`src/rtl/clock_pkg.sv`:
```
// Shared definitions for the digital clock time base and its display block.
//   state_t  : run/stop state of the time base
//   *_MAX    : BCD limits of each digit pair (packed {tens, units})
//   bcd_inc  : one-step increment of a BCD digit pair with wrap at its limit
package clock_pkg;

  typedef enum logic {
    STOP = 1'b0,
    RUN  = 1'b1
  } state_t;

  localparam logic [7:0] SEC_MAX  = 8'h59;
  localparam logic [7:0] MIN_MAX  = 8'h59;
  localparam logic [7:0] HR_MAX   = 8'h23;
  localparam logic [3:0] UNIT_MAX = 4'h9;

  // Limit is checked first so 23 wraps to 00 before the units rule sees it.
  function automatic logic [7:0] bcd_inc(input logic [7:0] pair,
                                         input logic [7:0] max_pair);
    if (pair == max_pair) return 8'h00;
    if (pair[3:0] == UNIT_MAX) return {pair[7:4] + 4'd1, 4'd0};
    return {pair[7:4], pair[3:0] + 4'd1};
  endfunction

endpackage

```
`src/rtl/time_counter_if.sv`:
```
// Bus between the time base and its neighbours.
//   inputs  : freq (1 Hz square wave), start, stop, clr, inc_min, inc_hr pulses
//   outputs : six BCD digits, running, sec_tick, day_wrap
// master drives the control inputs and reads the digits; slave is the time base.
interface time_counter_if;
  logic       freq;
  logic       start;
  logic       stop;
  logic       clr;
  logic       inc_min;
  logic       inc_hr;
  logic [1:0] hh_t;
  logic [3:0] hh_u;
  logic [2:0] mm_t;
  logic [3:0] mm_u;
  logic [2:0] ss_t;
  logic [3:0] ss_u;
  logic       running;
  logic       sec_tick;
  logic       day_wrap;

  modport master (
    output freq, start, stop, clr, inc_min, inc_hr,
    input  hh_t, hh_u, mm_t, mm_u, ss_t, ss_u, running, sec_tick, day_wrap
  );

  modport slave (
    input  freq, start, stop, clr, inc_min, inc_hr,
    output hh_t, hh_u, mm_t, mm_u, ss_t, ss_u, running, sec_tick, day_wrap
  );
endinterface

```
`src/rtl/edge_sync.sv`:
```
// Multi-stage synchronizer followed by a rising-edge pulse generator.
//   ck    : clock
//   rst   : synchronous reset, active low
//   din   : asynchronous or slow level input
//   pulse : high for one cycle after a rising edge reaches the last stage
module edge_sync #(
  parameter int STAGES = 2
) (
  input  logic ck,
  input  logic rst,
  input  logic din,
  output logic pulse
);

  logic [STAGES-1:0] sync_q;
  logic              last_q;

  always_ff @(posedge ck) begin
    if (!rst) begin
      sync_q <= '0;
      last_q <= 1'b0;
    end else begin
      sync_q <= {sync_q[STAGES-2:0], din};
      last_q <= sync_q[STAGES-1];
    end
  end

  assign pulse = sync_q[STAGES-1] & ~last_q;

endmodule

```
`src/rtl/time_counter.sv`:
```
// 24-hour BCD time base driven by one rising edge of freq per second.
//   ck          : system clock
//   rst         : synchronous reset, active low
//   bus (slave) : freq and button pulses in; digits, running, sec_tick,
//                 day_wrap out (all registered)
//
// state | meaning
// STOP  | time held; inc_min / inc_hr adjust it; freq edges ignored
// RUN   | each freq edge advances one second; inc_* ignored
module time_counter
  import clock_pkg::*;
#(
  parameter int SYNC_STAGES = 2
) (
  input  logic          ck,
  input  logic          rst,
  time_counter_if.slave bus
);

  state_t     state;
  logic       running_q;
  logic       sec_tick_q;
  logic       day_wrap_q;
  logic [7:0] ss_q;
  logic [7:0] mm_q;
  logic [7:0] hh_q;
  logic       tick;

  logic sec_carry;
  logic min_carry;
  logic day_carry;

  edge_sync #(.STAGES(SYNC_STAGES)) u_freq_sync (
    .ck    (ck),
    .rst   (rst),
    .din   (bus.freq),
    .pulse (tick)
  );

  // Cascaded carry chain: each pair only advances when all lower pairs wrap.
  assign sec_carry = (ss_q == SEC_MAX);
  assign min_carry = sec_carry && (mm_q == MIN_MAX);
  assign day_carry = min_carry && (hh_q == HR_MAX);

  always_ff @(posedge ck) begin
    if (!rst) begin
      state      <= STOP;
      running_q  <= 1'b0;
      sec_tick_q <= 1'b0;
      day_wrap_q <= 1'b0;
      ss_q       <= 8'h00;
      mm_q       <= 8'h00;
      hh_q       <= 8'h00;
    end else begin
      sec_tick_q <= 1'b0;
      day_wrap_q <= 1'b0;

      // stop wins over a simultaneous start
      case (state)
        STOP: if (bus.start && !bus.stop) begin
          state     <= RUN;
          running_q <= 1'b1;
        end
        RUN: if (bus.stop) begin
          state     <= STOP;
          running_q <= 1'b0;
        end
      endcase

      // Decisions use the current state, so a tick with stop still counts
      // and a tick with start is dropped.
      if (bus.clr) begin
        ss_q <= 8'h00;
        mm_q <= 8'h00;
        hh_q <= 8'h00;
      end else if (state == RUN) begin
        if (tick) begin
          sec_tick_q <= 1'b1;
          day_wrap_q <= day_carry;
          ss_q       <= bcd_inc(ss_q, SEC_MAX);
          if (sec_carry) mm_q <= bcd_inc(mm_q, MIN_MAX);
          if (min_carry) hh_q <= bcd_inc(hh_q, HR_MAX);
        end
      end else begin
        if (bus.inc_min) begin
          mm_q <= bcd_inc(mm_q, MIN_MAX);
          ss_q <= 8'h00;
        end
        if (bus.inc_hr) hh_q <= bcd_inc(hh_q, HR_MAX);
      end
    end
  end

  assign bus.hh_t     = 2'(hh_q[7:4]);
  assign bus.hh_u     = hh_q[3:0];
  assign bus.mm_t     = 3'(mm_q[7:4]);
  assign bus.mm_u     = mm_q[3:0];
  assign bus.ss_t     = 3'(ss_q[7:4]);
  assign bus.ss_u     = ss_q[3:0];
  assign bus.running  = running_q;
  assign bus.sec_tick = sec_tick_q;
  assign bus.day_wrap = day_wrap_q;

endmodule

```
`src/flat_wrapper.sv`:
```
// flat-port wrapper written by rule: the top's interface ports become plain ports
module time_counter_flat import clock_pkg::*;
#(
  parameter int SYNC_STAGES = 2
)
  (ck, rst, bus_freq, bus_start, bus_stop, bus_clr, bus_inc_min, bus_inc_hr, bus_hh_t, bus_hh_u, bus_mm_t, bus_mm_u, bus_ss_t, bus_ss_u, bus_running, bus_sec_tick, bus_day_wrap);
  time_counter_if bus_i ();
  input  logic ck;
  input  logic rst;
  input wire logic [$bits(bus_i.freq)-1:0] bus_freq;
  input wire logic [$bits(bus_i.start)-1:0] bus_start;
  input wire logic [$bits(bus_i.stop)-1:0] bus_stop;
  input wire logic [$bits(bus_i.clr)-1:0] bus_clr;
  input wire logic [$bits(bus_i.inc_min)-1:0] bus_inc_min;
  input wire logic [$bits(bus_i.inc_hr)-1:0] bus_inc_hr;
  output wire logic [$bits(bus_i.hh_t)-1:0] bus_hh_t;
  output wire logic [$bits(bus_i.hh_u)-1:0] bus_hh_u;
  output wire logic [$bits(bus_i.mm_t)-1:0] bus_mm_t;
  output wire logic [$bits(bus_i.mm_u)-1:0] bus_mm_u;
  output wire logic [$bits(bus_i.ss_t)-1:0] bus_ss_t;
  output wire logic [$bits(bus_i.ss_u)-1:0] bus_ss_u;
  output wire logic [$bits(bus_i.running)-1:0] bus_running;
  output wire logic [$bits(bus_i.sec_tick)-1:0] bus_sec_tick;
  output wire logic [$bits(bus_i.day_wrap)-1:0] bus_day_wrap;
  assign bus_i.freq = bus_freq;
  assign bus_i.start = bus_start;
  assign bus_i.stop = bus_stop;
  assign bus_i.clr = bus_clr;
  assign bus_i.inc_min = bus_inc_min;
  assign bus_i.inc_hr = bus_inc_hr;
  assign bus_hh_t = bus_i.hh_t;
  assign bus_hh_u = bus_i.hh_u;
  assign bus_mm_t = bus_i.mm_t;
  assign bus_mm_u = bus_i.mm_u;
  assign bus_ss_t = bus_i.ss_t;
  assign bus_ss_u = bus_i.ss_u;
  assign bus_running = bus_i.running;
  assign bus_sec_tick = bus_i.sec_tick;
  assign bus_day_wrap = bus_i.day_wrap;
  time_counter #(.SYNC_STAGES(SYNC_STAGES)) u_core (.ck(ck), .rst(rst), .bus(bus_i));
endmodule
```
`config.mk`:
```
export PLATFORM = sky130hd
export DESIGN_NAME = time_counter_flat
export DESIGN_NICKNAME = d
export VERILOG_FILES = /design/src/rtl/clock_pkg.sv /design/src/rtl/time_counter_if.sv /design/src/rtl/edge_sync.sv /design/src/rtl/time_counter.sv /design/src/flat_wrapper.sv
export SDC_FILE = /design/constraint.sdc
export NUM_CORES = 1
export LEC_CHECK = 0
export ABC_AREA = 1
export ABC_CLOCK_PERIOD_IN_PS = 3100
export BUFFER_PORTS_ARGS = -buffer_cell sky130_fd_sc_hd__buf_2
export CAP_MARGIN = 20
export CELL_PAD_IN_SITES_DETAIL_PLACEMENT = 1
export CELL_PAD_IN_SITES_GLOBAL_PLACEMENT = 2
export CORE_MARGIN = 5
export CORE_UTILIZATION = 33
export CTS_CLUSTER_DIAMETER = 150
export DETAILED_ROUTE_END_ITERATION = 10
export GPL_TIMING_DRIVEN = 1
export MAX_ROUTING_LAYER = met4
export PLACE_DENSITY_LB_ADDON = 0.15
export SLEW_MARGIN = 10
export SYNTH_ARGS = -nofsm -noshare
export SYNTH_HDL_FRONTEND = slang
export SYNTH_SLANG_ARGS = --single-unit
```
`constraint.sdc`:
```
create_clock -name ck -period 3.1 [get_ports ck]
set_input_delay 0.31 -clock ck [delete_from_list [all_inputs] [get_ports ck]]
set_output_delay 0.31 -clock ck [all_outputs]
set_load 0.02 [all_outputs]
```
==> results of run 1 <==
-- path summary, 6_finish.rpt --
check                                             startpoint                            to  slack [ns]  depth (start not counted)
worst max-delay path                          u_core.mm_q[4]                u_core.hh_q[7]        1.46                          8
worst min-delay path                                bus_stop                  u_core.state        0.20                          2
worst max register to register                u_core.mm_q[4]                u_core.hh_q[7]        1.46                          8
worst min register to register  u_core.u_freq_sync.sync_q[0]  u_core.u_freq_sync.sync_q[1]        0.43                          2
-- area by class of cell --
class / count / area, um^2
Clock inverter: 1 / 5.00
Fill cell: 694 / 3240
Inverter: 30 / 113
Tap cell: 70 / 87.6
Clock buffer: 7 / 76.3
Sequential cell: 31 / 621
Timing Repair Buffer: 31 / 158
Multi-Input combinational cell: 161 / 873
-- state kept, by name, indices dropped and copies added (netlist names) --
register and cells:
u_core.bus.day_wrap 1, u_core.bus.running 1, u_core.bus.sec_tick 1, u_core.hh_q 8, u_core.mm_q 8, u_core.ss_q 8
u_core.state 1, u_core.u_freq_sync.last_q 1, u_core.u_freq_sync.sync_q 2
-- report_power, final --
group | switching [mW] | total [mW] | internal (mW)
clock network | 0.157 | 0.314 | 0.157
registers | 0.00912 | 0.414 | 0.405
logic | 0.0443 | 0.0673 | 0.0230
total | 0.210 | 0.796 | 0.586
-- critical path, delay by kind of cell (launching register included) --
family / cells / cell delay [ns]
fa+ha+maj: 1 / 0.18
flops: 1 / 0.43
simple gates: 7 / 0.93
-- Yosys cell counts (2+ instances only) --
cell / n / area share, %
sky130_fd_sc_hd__dfxtp_1: 31 / 35
sky130_fd_sc_hd__nor2_1: 34 / 7.2
sky130_fd_sc_hd__o21ai_0: 8 / 2.3
sky130_fd_sc_hd__inv_2: 3 / 0.64
sky130_fd_sc_hd__nand2_2: 2 / 0.71
sky130_fd_sc_hd__a21oi_2: 2 / 0.99
sky130_fd_sc_hd__nand4_1: 3 / 1.1
sky130_fd_sc_hd__nand3_1: 21 / 5.9
sky130_fd_sc_hd__a21oi_1: 11 / 3.1
sky130_fd_sc_hd__ha_1: 10 / 7.1
sky130_fd_sc_hd__xor2_1: 4 / 2.0
sky130_fd_sc_hd__nand2_1: 47 / 10
sky130_fd_sc_hd__nor2_2: 2 / 0.71
sky130_fd_sc_hd__o21ai_1: 3 / 0.85
sky130_fd_sc_hd__buf_4: 20 / 8.5
sky130_fd_sc_hd__inv_1: 27 / 5.7
-- kinds of logic after synthesis --
family | synth area share (%)
AOI/OAI and AO/OA | 9.74
xor gates and xnor gates | 2.47
adders and majority gates | 7.06
and+or+nand+nor | 30.0
DFF | 35.0
buffers and inverters | 15.7
-- placed cells by master, fill, tap and decap left out, types with 2 or more instances in the layout --
cell type	synthesis	routed
sky130_fd_sc_hd__ha_1	10	10
sky130_fd_sc_hd__nand2_2	2	2
sky130_fd_sc_hd__xor2_1	4	4
sky130_fd_sc_hd__nand2_1	47	47
sky130_fd_sc_hd__clkbuf_8	0	5
sky130_fd_sc_hd__dfxtp_1	31	31
sky130_fd_sc_hd__o21ai_0	8	8
sky130_fd_sc_hd__buf_2	1	30
sky130_fd_sc_hd__nor2_2	2	2
sky130_fd_sc_hd__nand4_1	3	3
sky130_fd_sc_hd__a21oi_1	11	11
sky130_fd_sc_hd__nand3_1	21	21
sky130_fd_sc_hd__o21ai_1	3	3
sky130_fd_sc_hd__inv_2	3	3
sky130_fd_sc_hd__inv_1	27	27
sky130_fd_sc_hd__a21oi_2	2	2
sky130_fd_sc_hd__nor2_1	34	34
sky130_fd_sc_hd__clkbuf_1	0	2
-- through the flow --
stage / std cells / setup WS [ns]
floorplan: 244 / 1.71
finish: 331 / 1.46
global route: 331 / 1.19
global placement: 323 / 1.46
detailed placement: 323 / 1.42
CTS: 331 / 1.41
-- per-layer routing --
metal / vias to the layer above / share of wire, % / global-route usage, %
met5: - / 0 / -
met4: 0 / 1.0 / 4.46
met3: 4 / 4.1 / 4.46
met2: 25 / 44 / 19.5
met1: 698 / 51 / 16.4
li1: 784 / - / -
==> impl_summary.txt, run 1 <==
----------------------------------------------------
[Run status]
  Outcome ... finished clean

[Global routing]
  First-pass GRT wire length ... 7.13 mm
  Initial antenna violation count ... 0
  Via count of the first global-routing pass ... 1530
  Total global-route track usage ... 13.1%
  Pin count of the biggest net entering global routing ... 16
  Overall overflow remaining after global route ... 0

[Clocking]
  Master cell of the clock root buffer ... sky130_fd_sc_hd__clkbuf_8
  Clock transition at the register clock pins on the worst setup and hold paths after CTS ... 0.07 ns
  Count of cells resized by post-cts repair ... 0
  Worst-Skew Late Latency ... 0.29 ns
  TritonCTS clock tree ... built
  Level count of the clock H-tree ... 2
  Clock buffer count from CTS ... 5
  Clock sink count ... 31
  CTS max path bufs ... 2
  Post-CTS Hold Buffers ... 0
  Post-CTS repair timing setup buffer count ... 0

[Floorplan]
  Area enclosed by the die boundary ... 6940 um^2
  Num ports ... 31
  Floorplan die width ... 83.3 um
  Area inside the core boundary ... 5170 um^2
  Effective utilization at floorplan ... 34.3%
  Die span in y ... 83.3 um
  Placement Rows ... 26

[STA]
  Final Hold Viols ... 0
  Tightest Pin Transition ... 0.339 ns
  Final TNS setup ... 0 ns
  Clock Skews ... 0.0103 ns
  Setup violations, final ... 0
  Worst hold margin ... 0.198 ns
  Final critical-path required period ... 1.64 ns
  Max Clock Freq ... 608 MHz
  Unrepaired setup endpoints after global routing ... no
  Final period utilization ... 53.0%
  Count of pins over their slew limit ... 0
  Normalized max-slew margin ... 77.4%

[Cells and area]
  Design Area, Final ... 1930 um^2
  End-of-flow core utilization ... 37.4%
  Count of antenna diodes in the layout ... 0
  Synthesis-to-finish area growth ... 9.03%
  Fin nets ... 278
  Layout cells sized above 1 ... 19.2%

[Synth]
  Dominant synthesized flop cell ... sky130_fd_sc_hd__dfxtp_1
  Netlist area before placement ... 1770 um^2
  Average size of a mapped cell ... 7.27 um^2
  Number of different library cells in the post-synthesis netlist ... 32
  Post-synth net total ... 262
  Number of synthesized flops with an enable pin ... 0
  Cells after synthesis ... 244
  Async set-or-reset flop fraction in the synthesized netlist ... 0%
  Warning count from the yosys run ... 0
  Share of synthesized area occupied by flip-flops and latches ... 35.0%
  Flops & latches, synth ... 31

[Route]
  Via-per-instance ratio ... 4.56
  Initial DRC Count ... 36
  Average routed wire per standard cell ... 12.3 um
  Pre-antenna DRT Iters ... 4
  Post-route DRC ... 0
  Detailed Route WL ... 4.08 mm
  Routed via count ... 1511
  Antenna violation net count after detailed routing ... 0

[Setup path]
  Crit path launch type ... register
  Kind of critical path ... register to register
  Nature of the critical path endpoint ... register
  Crit path DAT ... 1.83 ns
  Delay of the slowest critical-path stage ... 0.43 ns
  Critical Path Fanout Max ... 12
  Critical Path Slowest Stage Cell ... sky130_fd_sc_hd__dfxtp_1
  Req. time, crit path ... 3.29 ns
  Most repeated library cell on the critical path ... sky130_fd_sc_hd__nand3_1
  Ordered cell list for the critical path ... ha_1 > nand3_1 > nor2_2 > nand3_1 > nand2_2 > nand2_1 > nand3_1 > nand2_1

[Job]
  Max-cap viol count ... 0

[Placement]
  Port Buffers ... 30
  Placed inst area ... 1850 um^2
  Dpl hpwl ... 3.03 mm
  RePlAce Congestion ... 0.773

[Pwr]
  Power per cell area ... 412 nW/um^2
  Static leakage power ... 0.928 nW
  Max VDD drop ... 0.179 mV
  Power after layout ... 0.796 mW

[Hold path]
  Hold Crit Class ... primary input to register

----------------------------------------------------
Note: power is estimated with default switching activity, not from simulation.
==> run 2, diff against run 1 <==
--- a/config.mk
+++ b/config.mk
@@ -6,13 +6,13 @@
 export NUM_CORES = 1
 export LEC_CHECK = 0
 export ABC_AREA = 1
-export ABC_CLOCK_PERIOD_IN_PS = 3100
+export ABC_CLOCK_PERIOD_IN_PS = 1520
 export BUFFER_PORTS_ARGS = -buffer_cell sky130_fd_sc_hd__buf_2
 export CAP_MARGIN = 20
 export CELL_PAD_IN_SITES_DETAIL_PLACEMENT = 1
 export CELL_PAD_IN_SITES_GLOBAL_PLACEMENT = 2
 export CORE_MARGIN = 5
-export CORE_UTILIZATION = 33
+export CORE_UTILIZATION = 31
 export CTS_CLUSTER_DIAMETER = 150
 export DETAILED_ROUTE_END_ITERATION = 10
 export GPL_TIMING_DRIVEN = 1
==> constraint.sdc (replaced) <==
create_clock -name ck -period 1.52 [get_ports ck]
set_input_delay 0.152 -clock ck [delete_from_list [all_inputs] [get_ports ck]]
set_output_delay 0.152 -clock ck [all_outputs]
set_load 0.02 [all_outputs]
==> run 2 against run 1 <==
Against the previous run: routed wire length increased by 7.6%; fmax increased by 18%; critical path type unchanged; worst setup slack got worse by 1.3 ns; clock power increased by 130%.
==> impl_summary.txt, run 2 (synthesized netlist as in run 1, its figures left out) <==
----------------------------------------------------
[Run status]
  Outcome ... finished clean

[Cells and area]
  Layout cells sized above 1 ... 31.3% (+12 points)
  Footprint of the flip-flops and latches ... 624 um^2 (+0.60%)
  Synthesis-to-finish area growth ... 23.1%
  Commonest non-fill, non-tap cell in the layout ... sky130_fd_sc_hd__nand2_1
  Most frequent cells in the layout ... 42 x sky130_fd_sc_hd__nand2_1, 31 x sky130_fd_sc_hd__nor2_1, 30 x sky130_fd_sc_hd__buf_2
  Largest registers ... u_core.hh_q (8), u_core.mm_q (8), u_core.ss_q (8)
  Post-Layout Cell Count ... 353 (+6.6%)
  End-of-flow core utilization ... 39.4% (+2.0 points)
  Design Area, Final ... 2180 um^2 (+13%)
  Filler cell count in the final layout ... 730 (+5.2%)
  Area of the multi-input gates ... 955 um^2 (+9.3%)
  Fin nets ... 298 (+7.2%)
  Count of antenna diodes in the layout ... 0 (unchanged)

[STA]
  Normalized max-slew margin ... 78.7% (+1.3 points)
  Final critical-path required period ... 1.40 ns (-0.247 ns)
  Final Hold Viols ... 0 (unchanged)
  Min setup slack post-route ... 0.122 ns (-1.33 ns)
  Final period utilization ... 92.0% (+39 points)
  Final TNS setup ... 0 ns (unchanged)
  Count of pins over their slew limit ... 0 (unchanged)
  Clock Skews ... 0.00311 ns (-0.00717 ns)
  Setup violations, final ... 0 (unchanged)
  Max Clock Freq ... 715 MHz (+18%)
  Worst hold margin ... 0.0443 ns (-0.153 ns)
  Tightest Pin Transition ... 0.319 ns (-0.0201 ns)

[Placement]
  Port Buffers ... 30 (unchanged)
  RePlAce Congestion ... 0.768 (-0.70%)
  Placed Cells ... 344 (+6.5%)
  Placed inst area ... 2000 um^2 (+7.8%)
  Worst setup slack before clock tree synthesis ... -0.0291 ns (-1.45 ns)
  Dpl hpwl ... 3.44 mm (+13%)

[Global routing]
  Pin count of the biggest net entering global routing ... 12 (-4)
  Busiest layer in global routing ... met2
  Global-route track usage on met3 ... 2.69% (-1.8 points)
  Total global-route track usage ... 13.0% (-0.031 points)
  First-pass GRT wire length ... 7.42 mm (+4.1%)
  Overall overflow remaining after global route ... 0 (unchanged)
  Global routing usage on met1 ... 15.5% (-0.93 points)
  Via count of the first global-routing pass ... 1641 (+7.3%)
  Initial antenna violation count ... 0 (unchanged)
  GR Util met2 ... 21.7% (+2.2 points)

[Setup path]
  Crit path launch type ... register
  Crit path DAT ... 1.61 ns (-0.22 ns)
  Ordered cell list for the critical path ... inv_1 > nor2_2 > nand2_2 > buf_4 > o21ai_4 > inv_2 > or2_1 > a21oi_2
  Req. time, crit path ... 1.74 ns (-1.55 ns)
  Critical Path Fanout Max ... 4 (-8)
  Kind of critical path ... register to register
  Delay of the slowest critical-path stage ... 0.35 ns (-0.08 ns)
  Crit path buffers/inverters ... 3 (+3)
  FF-to-FF setup slack ... 0.12 ns (-1.33 ns)
  Nature of the critical path endpoint ... register
  Delay-heaviest family, CP ... simple AND/OR/NAND/NOR gates
  Critical Path Slowest Stage Cell ... sky130_fd_sc_hd__dfxtp_2

[Floorplan]
  Area enclosed by the die boundary ... 7330 um^2 (+5.7%)
  Floorplan die width ... 85.6 um (+2.8%)
  Effective utilization at floorplan ... 32.0% (-2.3 points)
  Die span in y ... 85.6 um (+2.8%)
  Num ports ... 31 (unchanged)
  Area inside the core boundary ... 5540 um^2 (+7.1%)
  Placement Rows ... 27 (+3.8%)

[Clocking]
  Worst-Skew Late Latency ... 0.28 ns (about the same)
  Clock buffer count from CTS ... 5 (unchanged)
  Master cell of the clock root buffer ... sky130_fd_sc_hd__clkbuf_8
  Post-CTS Hold Buffers ... 0 (unchanged)
  Clock sink count ... 31 (unchanged)
  CTS max path bufs ... 2 (unchanged)
  Clock transition at the register clock pins on the worst setup and hold paths after CTS ... 0.07 ns (about the same)
  Level count of the clock H-tree ... 2 (unchanged)
  TritonCTS clock tree ... built
  Post-CTS repair timing setup buffer count ... 0 (unchanged)

[Route]
  Pre-antenna DRT Iters ... 4 (unchanged)
  Detailed Route WL ... 4.40 mm (+7.6%)
  Via-per-instance ratio ... 4.50 (-1.4%)
  Routed via count ... 1589 (+5.2%)
  Post-route DRC ... 0 (unchanged)
  Initial DRC Count ... 31 (-14%)
  Average routed wire per standard cell ... 12.5 um (+0.91%)
  Antenna violation net count after detailed routing ... 0 (unchanged)

[Hold path]
  Hold Crit Class ... primary input to register

[Pwr]
  Power after layout ... 1.74 mW (+120%)
  Static leakage power ... 1.05 nW (+13%)
  Max VDD drop ... 0.593 mV (+230%)
  Power per cell area ... 798 nW/um^2 (+94%)

[Job]
  Max-cap viol count ... 0 (unchanged)

----------------------------------------------------
==> run 2: power breakdown <==
part / leakage, nW / switching (mW) / total, mW / internal (mW)
Clock: 0.0515 / 0.320 / 0.733 / 0.413
Combinational: 0.742 / 0.102 / 0.166 / 0.0639
Sequential: 0.253 / 0.0139 / 0.841 / 0.827
==> run 2: final timing paths <==
path,from,end,cells after the start
min reg2reg,u_core.u_freq_sync.sync_q[0],u_core.u_freq_sync.sync_q[1],2
min,bus_stop,u_core.state,2
max reg2reg,u_core.ss_q[3],u_core.ss_q[4],8
max,u_core.ss_q[3],u_core.ss_q[4],8
==> run 2: routing by layer <==
metal	part of all wire [%]	wire (um)
met2	48	2110
met1	47	2080
met5	0	0
met3	3.2	141
met4	1.5	65
==> run 2: layout make-up <==
cell class                 instances  share of cell area [%]
multi-input combinational        162                    43.8
timing repair buffer              50                    13.8
clock buffer                       8                    4.59
sequential                        31                    28.6
inverter                          30                    5.16
tap                               72                    4.13
==> run 2: timing repair <==
action,CTS,global route
setup endpoints to repair,4,16
pin swaps,0,5
cloned,0,1
gates resized for setup,3,20
==> run 2: worst reg2reg max path, stage by stage, from the launching register on <==
cell	delay [ns]
sky130_fd_sc_hd__dfxtp_2	0.35
sky130_fd_sc_hd__inv_1	0.07
sky130_fd_sc_hd__nor2_2	0.12
sky130_fd_sc_hd__nand2_2	0.09
sky130_fd_sc_hd__buf_4	0.15
sky130_fd_sc_hd__o21ai_4	0.15
sky130_fd_sc_hd__inv_2	0.06
sky130_fd_sc_hd__or2_1	0.22
sky130_fd_sc_hd__a21oi_2	0.11
==> run 3, diff against run 2 <==
--- a/config.mk
+++ b/config.mk
@@ -8,7 +8,7 @@
 export ABC_AREA = 1
 export ABC_CLOCK_PERIOD_IN_PS = 1520
 export BUFFER_PORTS_ARGS = -buffer_cell sky130_fd_sc_hd__buf_2
-export CAP_MARGIN = 20
+export CAP_MARGIN = 25
 export CELL_PAD_IN_SITES_DETAIL_PLACEMENT = 1
 export CELL_PAD_IN_SITES_GLOBAL_PLACEMENT = 2
 export CORE_MARGIN = 5
@@ -18,6 +18,7 @@
 export GPL_TIMING_DRIVEN = 1
 export MAX_ROUTING_LAYER = met4
 export PLACE_DENSITY_LB_ADDON = 0.15
+export SETUP_SLACK_MARGIN = 0.3
 export SLEW_MARGIN = 10
 export SYNTH_ARGS = -nofsm -noshare
 export SYNTH_HDL_FRONTEND = slang
==> run 3 against run 2 <==
Against the previous run: die area unchanged; first-iteration DRC count increased by 35%; hold slack worse by 0.0063 ns; critical endpoint is now u_core.mm_q[0]; cell count increased by 0.57%; critical path type unchanged; clock skew up 0.0046 ns; sequential cell count is the same; sequential share of layout area is 1.8 points lower.
==> impl_summary.txt, run 3 (synthesized netlist as in run 1, its figures left out) <==
----------------------------------------------------
[STA]
  Clock Skews ... 0.00768 ns (+0.00457 ns)
  Final critical-path required period ... 1.31 ns (-0.0879 ns)
  Tightest Pin Transition ... 0.338 ns (+0.0190 ns)
  Unrepaired setup endpoints after global routing ... yes
  Final period utilization ... 86.2% (-5.8 points)
  Count of pins over their slew limit ... 0 (unchanged)
  Max Clock Freq ... 764 MHz (+6.7%)
  Setup violations, final ... 0 (unchanged)
  Final TNS setup ... 0 ns (unchanged)
  Final Hold Viols ... 0 (unchanged)
  Normalized max-slew margin ... 77.4% (-1.2 points)
  Min setup slack post-route ... 0.210 ns (+0.0879 ns)

[Clocking]
  Clock transition at the register clock pins on the worst setup and hold paths after CTS ... 0.06 ns (about the same)
  CTS max path bufs ... 2 (unchanged)
  TritonCTS clock tree ... built
  Post-CTS Hold Buffers ... 0 (unchanged)
  Master cell of the clock root buffer ... sky130_fd_sc_hd__clkbuf_8
  Level count of the clock H-tree ... 2 (unchanged)
  Clock sink count ... 31 (unchanged)
  Worst-Skew Late Latency ... 0.28 ns (about the same)
  Clock buffer count from CTS ... 5 (unchanged)

[Route]
  Via-per-instance ratio ... 4.58 (+1.8%)
  Pre-antenna DRT Iters ... 3 (-1)
  Detailed Route WL ... 4.61 mm (+4.8%)
  Average routed wire per standard cell ... 13.0 um (+4.3%)
  Initial DRC Count ... 42 (+35%)
  Routed via count ... 1626 (+2.3%)
  Post-route DRC ... 0 (unchanged)
  Antenna violation net count after detailed routing ... 0 (unchanged)

[Setup path]
  FF-to-FF setup slack ... 0.21 ns (+0.09 ns)
  Crit path buffers/inverters ... 1 (-2)
  Depth of the worst register-to-register path ... 8 (unchanged)
  Req. time, crit path ... 1.73 ns (about the same)
  Most repeated library cell on the critical path ... sky130_fd_sc_hd__nand2_4
  Ordered cell list for the critical path ... buf_4 > nand2_2 > nor2_4 > nand2_4 > nand2_4 > nand2_4 > or2_0 > a21oi_1
  Crit path DAT ... 1.52 ns (-0.09 ns)
  Endpoint of the most critical register-to-register path ... u_core.mm_q[0]
  Critical Path Fanout Max ... 5 (+1)
  Delay-heaviest family, CP ... simple AND/OR/NAND/NOR gates
  Startpoint of the most critical register-to-register path ... u_core.ss_q[0]
  Delay of the slowest critical-path stage ... 0.33 ns (-0.02 ns)
  Crit path launch type ... register
  Nature of the critical path endpoint ... register
  Kind of critical path ... register to register
  Critical Path Slowest Stage Cell ... sky130_fd_sc_hd__dfxtp_2

[Floorplan]
  Area enclosed by the die boundary ... 7330 um^2 (unchanged)
  Area inside the core boundary ... 5540 um^2 (unchanged)
  Num ports ... 31 (unchanged)
  Floorplan die width ... 85.6 um (unchanged)
  Effective utilization at floorplan ... 32.0% (unchanged)
  Placement Rows ... 27 (unchanged)
  Die span in y ... 85.6 um (unchanged)

[Pwr]
  Part of the power in combinational logic ... 12.4% (+2.8 points)
  Int Pwr ... 1.21 mW (-7.3%)
  Max VDD drop ... 0.328 mV (-45%)
  Switching share of power ... 26.6% (+1.5 points)
  Static leakage power ... 1.10 nW (+5.1%)
  Clock power share ... 36.7% (-5.4 points)
  Reported net switching power ... 0.437 mW (+0.21%)
  Power per cell area ... 684 nW/um^2 (-14%)
  Proportion of power drawn by flip-flops and latches ... 50.9% (+2.6 points)

[Hold path]
  Cell count of the worst hold path ... 2 (unchanged)
  Hold Crit Class ... primary input to register
  Startpoint of the lowest-slack hold path ... bus_stop
  End point of the most critical hold path ... u_core.state

[Cells and area]
  Filler cell count in the final layout ... 713 (-2.3%)
  Most frequent cells in the layout ... 36 x sky130_fd_sc_hd__nand2_1, 30 x sky130_fd_sc_hd__buf_2, 29 x sky130_fd_sc_hd__nor2_1
  Synthesis-to-finish area growth ... 35.8%
  Count of antenna diodes in the layout ... 0 (unchanged)
  Layout cells sized above 1 ... 45.6% (+14 points)
  Commonest non-fill, non-tap cell in the layout ... sky130_fd_sc_hd__nand2_1
  Largest registers ... u_core.hh_q (8), u_core.mm_q (8), u_core.ss_q (8)
  Fin nets ... 302 (+1.3%)
  End-of-flow core utilization ... 43.5% (+4.1 points)
  Design Area, Final ... 2410 um^2 (+10%)

[Global routing]
  Via count of the first global-routing pass ... 1778 (+8.3%)
  Total global-route track usage ... 14.1% (+1.1 points)
  Initial antenna violation count ... 0 (unchanged)
  Pin count of the biggest net entering global routing ... 11 (-1)
  Overall overflow remaining after global route ... 0 (unchanged)
  First-pass GRT wire length ... 8.09 mm (+9.0%)

[Placement]
  RePlAce Congestion ... 0.736 (-4.2%)
  Dpl hpwl ... 3.27 mm (-4.8%)
  Port Buffers ... 30 (unchanged)
  Placed inst area ... 2000 um^2 (+0.25%)
  Worst setup slack before clock tree synthesis ... 0.0408 ns (+0.0699 ns)

[Job]
  Max-cap viol count ... 0 (unchanged)

[Run status]
  Outcome ... finished clean

----------------------------------------------------
-- run 3: worst register-to-register path, stage by stage (launching register included) --
cell and delay (ns):
sky130_fd_sc_hd__dfxtp_2 0.33, sky130_fd_sc_hd__buf_4 0.13, sky130_fd_sc_hd__nand2_2 0.06, sky130_fd_sc_hd__nor2_4 0.15
sky130_fd_sc_hd__nand2_4 0.09, sky130_fd_sc_hd__nand2_4 0.08, sky130_fd_sc_hd__nand2_4 0.07, sky130_fd_sc_hd__or2_0 0.22
sky130_fd_sc_hd__a21oi_1 0.12
-- run 3: area by class of cell --
class                      instances  area (um^2)  area share [%]
multi-input combinational        162         1140            47.4
sequential                        31          646            26.8
timing repair buffer              54          338            14.0
inverter                          30          120            4.99
tap                               72         90.1            3.74
clock buffer                       6         72.6            3.01
-- run 3: what timing repair did --
action                                  4_1_cts  5_1_grt
pin swaps                                    15        8
resized for setup                            52       13
setup buffers                                11        2
endpoints found under the setup margin       24       20
gates cloned                                  1        0
-- run 3: worst max path at each step --
stage,from,end,slack (ns),depth (start not counted)
6_report,u_core.ss_q[0],u_core.mm_q[0],0.21,8
3_5_place_dp,u_core.ss_q[5],u_core.hh_q[6],0.04,9
5_1_grt,u_core.ss_q[0],u_core.mm_q[0],0.1,8
4_1_cts,u_core.ss_q[5],u_core.mm_q[0],0.20,9
3_3_place_gp,u_core.ss_q[5],u_core.hh_q[7],0.08,9
2_1_floorplan,u_core.mm_q[5],u_core.hh_q[2],0.24,10
-- run 3: stage by stage --
stage	cells	hold WS, ns	power, mW
4_1_cts	353	0.0316	1.66
6_report	355	0.0380	1.65
2_1_floorplan	244	0.221	0.971
5_1_grt	355	0.0288	1.73
3_5_place_dp	335	0.327	1.01
3_3_place_gp	335	0.330	1.01
-- run 3: power by group through the flow --
stage / sequential (mW) / combinational [mW] / clock (mW)
6_report: 0.838 / 0.204 / 0.605
5_1_grt: 0.840 / 0.225 / 0.667
4_1_cts: 0.838 / 0.200 / 0.626
3_5_place_dp: 0.861 / 0.153 / 0
3_3_place_gp: 0.861 / 0.153 / 0
2_1_floorplan: 0.861 / 0.110 / 0
-- run 3: metal layers --
metal	GRT usage (%)	part of all wire [%]
met1	17.1	49
met2	23.4	47
met3	2.98	3.2
met4	4.32	1.3
met5	-	0
